===== config.mk =====
export PLATFORM = sky130hd
export DESIGN_NAME = bitstream_serializer
export DESIGN_NICKNAME = d
export VERILOG_FILES = /design/src/rtl/seqdet_pkg.sv /design/src/rtl/tick_prescaler.sv /design/src/rtl/bitstream_serializer.sv
export SDC_FILE = /design/constraint.sdc
export NUM_CORES = 1
export LEC_CHECK = 0
export ABC_AREA = 0
export CAP_MARGIN = 15
export CORE_MARGIN = 2
export CORE_UTILIZATION = 50
export DETAILED_ROUTE_END_ITERATION = 8
export HOLD_SLACK_MARGIN = 0.03
export PLACE_DENSITY = 0.79
export SYNTH_ARGS = -nofsm -noshare
export SYNTH_HDL_FRONTEND = slang
export SYNTH_SLANG_ARGS = --single-unit

===== constraint.sdc =====
create_clock -name clk -period 2.45 [get_ports clk]
set_clock_uncertainty 0.05 [all_clocks]
set_input_delay 0.245 -clock clk [delete_from_list [all_inputs] [get_ports clk]]
set_output_delay 0.245 -clock clk [all_outputs]
set_load 0.01 [all_outputs]

===== src/rtl/seqdet_pkg.sv =====
// seqdet_pkg: shared types, defaults and helpers for the sequence-detector
// lab blocks. The bitstream_serializer imports it for its FSM state type and
// its pattern-length clamp.
package seqdet_pkg;

  // Serializer FSM: waiting for a pattern, or shifting one out.
  typedef enum logic {
    SER_IDLE  = 1'b0,
    SER_SHIFT = 1'b1
  } ser_state_t;

  localparam int SER_WIDTH_DEF    = 8;
  localparam int SER_TICK_DIV_DEF = 1;

  // Limit a requested pattern length to the pattern register width.
  function automatic int unsigned clamp_len(input int unsigned len,
                                            input int unsigned width);
    return (len > width) ? width : len;
  endfunction

endpackage


===== src/rtl/tick_prescaler.sv =====
// tick_prescaler: divides the clock into bit periods of TICK_DIV cycles.
// 'first' is high in the first cycle of a period, 'wrap' in the last one
// (both together when TICK_DIV is 1). The count restarts from zero on
// reset or clear so a new pattern always begins with a full bit period.
module tick_prescaler #(
  parameter int TICK_DIV = 1
) (
  input  logic clk,
  input  logic reset,
  input  logic clear,
  input  logic enable,
  output logic first,
  output logic wrap
);

  localparam int CNT_W = (TICK_DIV > 1) ? $clog2(TICK_DIV) : 1;
  localparam logic [CNT_W-1:0] CNT_MAX = CNT_W'(TICK_DIV - 1);

  logic [CNT_W-1:0] cnt_reg;

  // Period counter: 0..TICK_DIV-1 while enabled, forced to 0 on clear.
  always_ff @(posedge clk) begin
    if (reset || clear) begin
      cnt_reg <= '0;
    end else if (enable) begin
      if (cnt_reg == CNT_MAX) begin
        cnt_reg <= '0;
      end else begin
        cnt_reg <= cnt_reg + CNT_W'(1);
      end
    end
  end

  assign first = (cnt_reg == '0);
  assign wrap  = (cnt_reg == CNT_MAX);

endmodule


===== src/rtl/bitstream_serializer.sv =====
// bitstream_serializer: accepts a parallel pattern over load_valid/load_ready
// and shifts it out one bit per TICK_DIV clocks on serial_out, with a
// per-bit strobe and a done pulse one cycle after the final bit.
// Optional looping (port loop_mode) is built in when the macro
// BITSTREAM_LOOP_EN is defined; otherwise each pattern is sent once.
module bitstream_serializer
  import seqdet_pkg::*;
#(
  parameter int WIDTH     = SER_WIDTH_DEF,
  parameter int TICK_DIV  = SER_TICK_DIV_DEF,
  parameter int MSB_FIRST = 1
) (
  input  logic                       clk,
  input  logic                       reset,
  input  logic                       load_valid,
  output logic                       load_ready,
  input  logic [WIDTH-1:0]           load_data,
  input  logic [$clog2(WIDTH+1)-1:0] load_len,
  input  logic                       abort,
`ifdef BITSTREAM_LOOP_EN
  input  logic                       loop_mode,
`endif
  output logic                       serial_out,
  output logic                       serial_valid,
  output logic                       bit_strobe,
  output logic                       busy,
  output logic                       done
);

  localparam int LEN_W = $clog2(WIDTH + 1);

  ser_state_t       state_reg, state_next;
  logic [WIDTH-1:0] shift_reg, shift_next;
  logic [LEN_W-1:0] bit_cnt_reg, bit_cnt_next;
  logic [LEN_W-1:0] eff_len_reg, eff_len_next;
  logic             done_reg, done_next;
`ifdef BITSTREAM_LOOP_EN
  logic [WIDTH-1:0] pattern_reg, pattern_next;
  logic             loop_reg, loop_next;
`endif

  logic             handshake;
  logic [LEN_W-1:0] load_eff_len;
  logic             head_bit;
  logic [WIDTH-1:0] shifted;
  logic             last_bit;
  logic             tick_first;
  logic             tick_wrap;

  assign handshake    = (state_reg == SER_IDLE) && load_valid;
  assign load_eff_len = LEN_W'(clamp_len(32'(load_len), 32'(WIDTH)));
  assign last_bit     = ((bit_cnt_reg + LEN_W'(1)) == eff_len_reg);

  // Bit order: the head bit is what serial_out shows; shifting brings the
  // next pattern bit into the head position.
  generate
    if (MSB_FIRST != 0) begin : g_msb_first
      assign head_bit = shift_reg[WIDTH-1];
      assign shifted  = {shift_reg[WIDTH-2:0], 1'b0};
    end else begin : g_lsb_first
      assign head_bit = shift_reg[0];
      assign shifted  = {1'b0, shift_reg[WIDTH-1:1]};
    end
  endgenerate

  // Bit-period timing restarts on every accepted pattern and on abort.
  tick_prescaler #(
    .TICK_DIV (TICK_DIV)
  ) u_tick_prescaler (
    .clk    (clk),
    .reset  (reset),
    .clear  (handshake || abort),
    .enable (state_reg == SER_SHIFT),
    .first  (tick_first),
    .wrap   (tick_wrap)
  );

  // State register.
  always_ff @(posedge clk) begin
    if (reset) begin
      state_reg <= SER_IDLE;
    end else begin
      state_reg <= state_next;
    end
  end

  // Datapath registers: pattern shifter, bit counter, length, done flag.
  always_ff @(posedge clk) begin
    if (reset) begin
      shift_reg   <= '0;
      bit_cnt_reg <= '0;
      eff_len_reg <= '0;
      done_reg    <= 1'b0;
`ifdef BITSTREAM_LOOP_EN
      pattern_reg <= '0;
      loop_reg    <= 1'b0;
`endif
    end else begin
      shift_reg   <= shift_next;
      bit_cnt_reg <= bit_cnt_next;
      eff_len_reg <= eff_len_next;
      done_reg    <= done_next;
`ifdef BITSTREAM_LOOP_EN
      pattern_reg <= pattern_next;
      loop_reg    <= loop_next;
`endif
    end
  end

  // Next-state and output logic; abort beats the end-of-pattern step so an
  // aborted pattern never produces done.
  always_comb begin
    state_next   = state_reg;
    shift_next   = shift_reg;
    bit_cnt_next = bit_cnt_reg;
    eff_len_next = eff_len_reg;
    done_next    = 1'b0;
`ifdef BITSTREAM_LOOP_EN
    pattern_next = pattern_reg;
    loop_next    = loop_reg;
`endif
    load_ready   = 1'b0;
    busy         = 1'b0;
    serial_valid = 1'b0;
    serial_out   = 1'b0;
    bit_strobe   = 1'b0;

    case (state_reg)
      SER_IDLE: begin
        load_ready = 1'b1;
        if (load_valid) begin
          shift_next   = load_data;
          eff_len_next = load_eff_len;
          bit_cnt_next = '0;
`ifdef BITSTREAM_LOOP_EN
          pattern_next = load_data;
          loop_next    = loop_mode;
`endif
          if (load_eff_len == '0) begin
            // Nothing to send: acknowledge with done straight away.
            done_next = 1'b1;
          end else begin
            state_next = SER_SHIFT;
          end
        end
      end

      SER_SHIFT: begin
        busy         = 1'b1;
        serial_valid = 1'b1;
        serial_out   = head_bit;
        bit_strobe   = tick_first;
        if (abort) begin
          state_next   = SER_IDLE;
          shift_next   = '0;
          bit_cnt_next = '0;
        end else if (tick_wrap) begin
          if (last_bit) begin
            done_next    = 1'b1;
            bit_cnt_next = '0;
`ifdef BITSTREAM_LOOP_EN
            if (loop_reg) begin
              // Restart the same pattern with no idle cycle in between.
              shift_next = pattern_reg;
            end else begin
              state_next = SER_IDLE;
              shift_next = '0;
            end
`else
            state_next = SER_IDLE;
            shift_next = '0;
`endif
          end else begin
            shift_next   = shifted;
            bit_cnt_next = bit_cnt_reg + LEN_W'(1);
          end
        end
      end

      default: begin
        state_next = SER_IDLE;
      end
    endcase
  end

  assign done = done_reg;

endmodule


# Yosys cells after proc, flatten, opt, wreduce, memory -nomap -nowiden
# Cells that the tools add are included.
[totals] ff_bits=19 latch_bits=0 ramBits=0 mem_bits_ro=0 inputBits=16 out_inout_bits=6 wordCells=48 mem_count=0
[op_classes] addsub=2 mul=0 n_div=0 n_lt_le_gt_ge=1 n_eq_ne=3 n_shift=0 muxes=28 bitwise=2 n_reduce_logical=6
[op_table] operator="2-to-1 mux 8 bit" n=4
[op_table] operator="2-to-1 mux 4 bit" n=5
[op_table] operator="case mux 8 bit (2 select lines)" n=1
[op_table] operator="2-to-1 mux 1 bit" n=15
[op_table] operator="case mux 4 bit (2 select lines)" n=1
[op_table] operator="adder 4 x 1 -> 4 bit, second input constant" n=1
[op_table] operator="== test 4 bit" n=1
[op_table] operator="greater-than comparator 4 bit, second input constant" n=1
[op_table] operator="zero test 4 bit" n=1
[op_table] operator="case mux 1 bit (2 select lines)" n=2
[op_table] operator="AND reduction 2 bit" n=2
[op_table] operator="!= test 3 bit, second input constant" n=1
[op_table] operator="logical OR 1 bit" n=2
[op_table] operator="!= test 2 bit, second input constant" n=1
[op_table] operator="inverter 1 bit" n=2
[op_table] operator="adder 1 bit, second input constant" n=1
[op_table] operator="logical AND 1 bit" n=1

# Longest topological paths before layout
# Gate-level depths: netlist of the first run.
[depth] word_depth=6 depth_mapped=6 depth_no_buf=5

# Modules after synthesis
# From an unflattened synthesis of the first run, not the netlist that was laid out.
[unflattened] cells_unflattened=111 area_unflattened_um2=978.4
[by_module_without_submodules] module="bitstream_serializer" instances=1 cells_each=108 area_per_inst_um2=959.7 seq_area_each_um2=360.3
[by_module_without_submodules] module="tick_prescaler" instances=1 cells_each=3 area_per_inst_um2=18.8 seq_area_each_um2=0.0

# Worst setup path before layout of the first run
# No wires, ideal clock.
[synth_timing] path_kind="reg2reg" start="register bit_cnt_reg[0]" end="register done_reg (netlist: done)" setup_ns=0.057 arrival_time_ns=1.394 required_time_ns=2.343 path_slack_ns=0.949 path_stages_with_launch=7 path_buffers=1 synth_period_minus_slack_ns=1.501 path_cell_list="dfxtp_1 ha_1 xnor2_1 nand3_2 buf_6 nor4_1 o21ba_2"
[synth_via] elab_chain_len=6
[synth_rtl] element="from (decl)" line="bitstream_serializer.sv:34" source="logic [LEN_W-1:0] bit_cnt_reg, bit_cnt_next;"
[synth_rtl] element="from (signal assigned)" line="bitstream_serializer.sv:100" source="bit_cnt_reg <= bit_cnt_next;"
[synth_rtl] element="adder 4 x 1 -> 4 bit" line="bitstream_serializer.sv:52" source="assign last_bit = ((bit_cnt_reg + LEN_W'(1)) == eff_len_reg);"
[synth_rtl] element="== test 4 bit" line="bitstream_serializer.sv:52"
[synth_rtl] element="2-to-1 mux 1 bit" line="bitstream_serializer.sv:158" source="if (last_bit) begin"
[synth_rtl] element="2-to-1 mux 1 bit" line="bitstream_serializer.sv:157" source="end else if (tick_wrap) begin"
[synth_rtl] element="2-to-1 mux 1 bit" line="bitstream_serializer.sv:153" source="if (abort) begin"
[synth_rtl] element="case mux 1 bit (2 select lines)" line="bitstream_serializer.sv:128" source="case (state_reg)"
[synth_rtl] element="to (signal assigned)" line="bitstream_serializer.sv:102" source="done_reg <= done_next;"
[synth_rtl] element="to (decl)" line="bitstream_serializer.sv:36" source="logic done_reg, done_next;"
# Every way passes these cells.
# A chain may end at the register's enable or synchronous reset.

# Worst setup path in the final report of the first run
[layout_timing] start="register state_reg" end="output port load_ready"
[layout_via] elab_chain_len=1
[layout_rtl] element="from (decl)" line="bitstream_serializer.sv:32" source="ser_state_t state_reg, state_next;"
[layout_rtl] element="from (signal assigned)" line="bitstream_serializer.sv:83" source="state_reg <= state_next;"
[layout_rtl] element="2-to-1 mux 1 bit" line="bitstream_serializer.sv:128"
[layout_rtl] element="to (decl)" line="bitstream_serializer.sv:16" source="output logic load_ready,"
# Every way passes these cells.

==> impl_results.md, run 1 <==
* Global-route usage over all layers at 20.2%
* HPWL after detailed placement at about 1.5 mm
* ANT cells at 0
* P&R area growth vs syn at 24.3%
* Iter 0 DRT Violations at 17
* Starting Density at just over 50%
* Critical path endpoint category: primary output
* Yosys top cell area share at around 37%
* Critical path cell sequence: inv_1 -> clkdlybuf4s50_1
* RSZ-0062 raised after global routing: false
* Leakage at roughly 0.45 nW
* CTS tree: yes
* Design Area, Final at roughly 0.0012 sq mm
* Seq/Total Area, Yosys at a little under two fifths
* Worst-case clock buffer depth at 2
* Biggest cell delay along the critical path at about 0.6 ns
* Root buf cell: clkbuf_4
* Cell area power density at ~520 mW/mm^2
* GR Overflow Total at 0
* Initial antenna violation count at 0
* CP max stage cell: clkdlybuf4s50_1
* CTS H-tree depth at 1
* Clk_lat worst skew at about 0.3 ns
* Number of global-route vias before repair at between 800 and 900
* Layout Cells excl Fill at between 150 and 200
* Top_reg_cell synth: dfxtp_1
* Worst hold-check path type: reg -> reg
* Vias per cell at about 5.6
* Status: finished clean
* Worst Max-Slew Pin Slew at around 0.8 ns
* Crit-path max FO at 13
* Count of antenna-violating nets left after detailed routing at 0
* WL/cell at roughly 14 um
* First-pass GRT wire length at 3.60 mm
* Setup violations, final at 0
* Synth Area in Simple Gates at between 10% and 20%
* Avg Cell Area, Syn at 9.27 sq um
* Buffers and inverters on the worst path at 2
* Post_cts resized at 0
* CP Data Required Time at roughly 2.2 ns
* Fin crit share at between 70% and 80%
* Port Buffer Count at 21
* Flops & latches, synth at 18
* Routed via count at 851
* Synth unique cells at 30
* Most area-hungry cell type in the Yosys netlist: dfxtp_1
* Die H at roughly 48 um
* PnR worst setup slack at 0.515 ns
* Peak supply drop at approximately 0.00032 V
* 1st-pass router iterations at 4
* Synth async-reset ratio at 0%
* Fillers at roughly 170
* CTS Sinks at 18
* Setup bufs post-CTS at 0
* Critical path launch point type: register
* Synth area leaders: dfxtp_1, a211oi_2, o211ai_2, nor2_1, a21oi_1
* Largest net degree at the start of global routing at 20
* Core area at 0.00190 sq mm
* Post-synth EDFFs at 0
* GPL Wtd Cong at a little over 0.8
* Chip width at between 40 and 50 um
* Final hold vios at 0
* Layout Nets at between 100 and 150
* Multiplexer share of the synthesized area at 1.02%
* Final WL at 2.12 mm
* Slew Limit Fails at 0
* CP Data Arrival Time at 1.64 ns
* Setup WS pre-CTS at roughly 0.71 ns
* Number of synthesis warnings at 0
* Synth Area in XOR/XNOR at 5.86%
* Slew HR at between 40% and 50%
* Placed Area at roughly 0.0012 sq mm
* # IOs at 22
* Period minus WS final at ~1.9 ns
* Setup TNS at 0 ns
* Fraction of layout cells with a size suffix above 1 at 17.6%
* Fmax at 517 MHz
* Multi-input gate area at 558 sq um
* Hold Buf Count CTS at 0
* Reg area at between 300 and 400 sq um
* Synth Net Count at between 100 and 150
* Row count at 16
* Synthesized area at a little under 0.001 sq mm
* Number of CTS-inserted buffers at 3
* DRC Markers at 0
* Synth Instances at between 100 and 150
* Die area at between 0.002 and 0.0025 sq mm
* Max FFs per register at 8
* Post-Synth Adder-Cell Area at around 1.3%
* Largest family of logic cells by synthesized area: compound AO/OA/AOI/OAI gates
* Critical path class: reg -> out
* CP delay by family, top: buffers and inverters
* Clock transition at path regs at between 0.1 and 0.15 ns
* Placed insts at between 100 and 150
* Compound-Gate Fraction of Synth Area at 30.3%
* Max Cap Viol at 0
==> cell usage after synthesis (3+ instances only) <==
master    instances
o211ai_2          7
nand2_1          10
clkbuf_1          3
buf_4             3
a211oi_2          7
dfxtp_1          18
nand3b_1          4
o21ai_0           8
nor2_1           11
a21oi_1           8
==> cells by family after synthesis <==
logic type / after synthesis
buf+inv: 10
mux: 1
flops: 18
simple gates: 36
fa+ha+maj: 1
compound gates: 35
xor+xnor: 5
==> power breakdown <==
part | internal (mW) | total (mW) | switching [mW]
Clock | 0.0908 | 0.192 | 0.101
Sequential | 0.309 | 0.323 | 0.0138
Combinational | 0.0594 | 0.122 | 0.0627
==> cells in the final DEF (no fill, tap or decap), types with 3 or more instances in the layout <==
cell / instances
o21ai_0: 8
clkbuf_4: 3
nand3b_1: 4
nor2_1: 11
clkdlybuf4s50_1: 21
o211ai_2: 7
nand2_1: 10
dfxtp_1: 18
a211oi_2: 7
a21oi_1: 8
==> worst paths after layout <==
kind	startpoint	to	slack, ns	cells after the start
worst max register to register	bit_cnt_reg[0]$_SDFFE_PP0P_	state_reg$_SDFF_PP0_	0.69	5
worst max-delay path	state_reg$_SDFF_PP0_	load_ready	0.51	2
worst min-delay path	eff_len_reg[2]$_SDFFE_PP0P_	eff_len_reg[2]$_SDFFE_PP0P_	0.43	2
worst min register to register	eff_len_reg[2]$_SDFFE_PP0P_	eff_len_reg[2]$_SDFFE_PP0P_	0.43	2
==> per-layer routing <==
| metal | up-vias | routed length [um] | global-route usage (%) |
|---|---|---|---|
| li1 | 423 | - | - |
| met1 | 410 | 985 | 24.5 |
| met2 | 14 | 1020 | 32.4 |
| met3 | 4 | 56 | 3.70 |
| met4 | 0 | 53 | 13.8 |
| met5 | - | 0 | 0 |
==> worst reg2reg max path, cell delays in order, from the launching register on <==
cell and delay [ns]:
dfxtp_1 0.43, ha_1 0.28, xnor2_1 0.17, nand3_2 0.29, o21ai_0 0.31, a21oi_1 0.09
==> stage by stage <==
step                      hold slack [ns]  utilization, %  total power [mW]
final                               0.428            64.2             0.637
after global routing                0.444            64.2             0.667
after CTS                           0.429            64.2             0.636
after detailed placement            0.413            62.3             0.451
after global placement              0.402            62.3             0.446
after floorplan                     0.331               -             0.405
==> layout make-up <==
type	count	area share [%]
clock buffer	4	2.97
inverter	2	0.615
multi-input combinational	78	45.7
sequential	18	29.5
tap	27	2.77
timing repair buffer	23	18.4
Power figures use the tool's default switching activity.
==> run 2: changes to the inputs <==
- CORE_UTILIZATION: 50 -> 44
- PLACE_DENSITY: 0.79 -> 0.74
- clock period: 2.45 -> 1.59 ns (I/O delays scaled with it)
==> run 2 against run 1 <==
Compared with the run above:
- sequential cell count did not move
- combinational power rose by 75%
- critical endpoint is now done$_SDFF_PP0_
- routed wire length rose by 6.0%
- die area rose by 12%
- global-route usage fell by 1.4 points
- largest power group unchanged
- register-to-register slack got worse by 0.63 ns
- design area rose by 7.8%
- first-iteration DRC count fell by 24%
- total power rose by 47%
- cell count rose by 5.3%
- setup slack got worse by 0.46 ns
==> impl_results.md, run 2 (synthesis gave the netlist of run 1 again) <==
* # IOs at 22
* Peak supply drop at between 0.0005 and 0.0006 V
* Iter 0 DRT Violations at 13
* Met2 routed WL at 1.15 mm
* Clk_lat worst skew at 0.30 ns
* Setup WS pre-CTS at between 0.05 and 0.06 ns
* Final hold vios at 0
* P&R area growth vs syn at 34.0%
* Initial antenna violation count at 0
* Final WL at between 2 and 2.5 mm
* Critical path endpoint category: register
* Hold Buf Count CTS at 0
* Number of global-route vias before repair at 803
* Clock transition at path regs at 0.10 ns
* Pint at about 670 uW
* Fillers at approximately 200
* Die H at about 51 um
* Number of CTS-inserted buffers at 3
* Layout Cells excl Fill at 160
* Fin crit share at about 96%
* Critical path cell sequence: buf_4 -> nand3_2 -> xnor2_2 -> buf_4 -> nor4_1 -> o21ba_2
* Crit-path max FO at 4
* Slew Limit Fails at 0
* CP Data Arrival Time at ~1.7 ns
* Status: finished clean
* Max FFs per register at 8
* Leakage at 0.539 nW
* Cell area power density at 713 mW/mm^2
* Sw Share at 28.2%
* CP max stage cell: dfxtp_1
* Most frequent cells in the layout: dfxtp_1, clkdlybuf4s50_1, nor2_1
* Cell with the most instances on the worst path: buf_4
* DRC Markers at 0
* Fraction of layout cells with a size suffix above 1 at between 20% and 30%
* Worst Max-Slew Pin Slew at roughly 0.50 ns
* Max Cap Viol at 0
* Met3 WL post-DR at between 80 and 90 um
* Placed insts at 157
* Clock Power Share at between 20% and 30%
* Global-route usage over all layers at about a fifth
* HPWL after detailed placement at 1.65 mm
* Critical path class: reg -> reg
* CP Data Required Time at ~1.8 ns
* Flop pwr share at 52.7%
* Worst-case clock buffer depth at 2
* GPL Wtd Cong at between 0.8 and 0.9
* Switch Pwr at between 200 and 300 uW
* Routed via count at 884
* Final Core Density at 60.7%
* Chip width at ~51 um
* Worst hold-check path type: in -> reg
* GR Overflow Total at 0
* CTS tree: yes
* 1st-pass router iterations at 4
* Root buf cell: clkbuf_4
* Largest net degree at the start of global routing at 14
* Layout Nets at about 150
* PnR worst setup slack at around 0.059 ns
* Die area at around 0.0026 sq mm
* Top sig layer: met4
* Met1 wire length at ~970 um
* CTS Sinks at 18
* Slew HR at approximately two thirds
* Biggest cell delay along the critical path at slightly below 0.4 ns
* Fmax at 653 MHz
* Setup violations, final at 0
* Starting Density at 45.3%
* Critical path launch point type: register
* First-pass GRT wire length at approximately 3.6 mm
* Port Buffer Count at 21
* Setup TNS at 0 ns
* Vias per cell at ~5.5
* Period minus WS final at roughly 1.5 ns
* WL/cell at 14.0 um
* Core area at 0.00217 sq mm
* Row count at 17
* CTS H-tree depth at 1
* ANT cells at 0
* Logic pwr share at a little under a quarter
* Count of antenna-violating nets left after detailed routing at 0
## run 2: timing repair
| item | 4_1_cts | 5_1_grt |
|---|---|---|
| setup buffers | 0 | 0 |
| resized for setup | 1 | 12 |
| pin swaps | 0 | 0 |
| setup endpoints to repair | 1 | 15 |
## run 2: metal layers
metal  GRT usage (%)  vias up
li1                -      433
met1            20.7      425
met2            33.5       21
met3            5.26        5
met4            7.89        0
met5               0        -
## run 2: power by group through the flow
stage	clock (mW)	combinational [mW]	sequential, mW
2_1_floorplan	0	0.121	0.503
3_3_place_gp	0	0.206	0.503
3_5_place_dp	0	0.211	0.504
4_1_cts	0.237	0.210	0.494
5_1_grt	0.261	0.231	0.499
6_report	0.230	0.214	0.495
## run 2: worst paths after layout
check	slack, ns	endpoint	depth (start not counted)	from
max	0.06	done$_SDFF_PP0_	6	bit_cnt_reg[0]$_SDFFE_PP0P_
min	0.41	eff_len_reg[2]$_SDFFE_PP0P_	3	load_len[2]
max reg2reg	0.06	done$_SDFF_PP0_	6	bit_cnt_reg[0]$_SDFFE_PP0P_
min reg2reg	0.42	eff_len_reg[2]$_SDFFE_PP0P_	2	eff_len_reg[2]$_SDFFE_PP0P_
## run 2: area by class of cell
class                           count  area [sq um]  area share (%)
Timing Repair Buffer               31           298            22.6
Sequential cell                    18           363            27.6
Multi-Input combinational cell     78           591            44.9
Inverter                            2          7.51           0.570
Clock buffer                        3          22.5            1.71
Tap cell                           28          35.0            2.66
## run 2: stage by stage
| step | instance area (sq um) | power, mW | hold WS [ns] |
|---|---|---|---|
| after floorplan | 982 | 0.624 | 0.245 |
| after global placement | 1250 | 0.709 | 0.404 |
| after detailed placement | 1250 | 0.715 | 0.413 |
| after CTS | 1270 | 0.940 | 0.416 |
| after global routing | 1320 | 0.991 | 0.437 |
| final | 1320 | 0.939 | 0.415 |
## run 2: worst max-delay path, delay by kind of cell (launching register included)
kind,cells,cell delay (ns)
AOI/OAI and AO/OA,1,0.18
and+or+nand+nor,2,0.36
buffers and inverters,2,0.33
xor gates and xnor gates,1,0.18
DFF,1,0.39
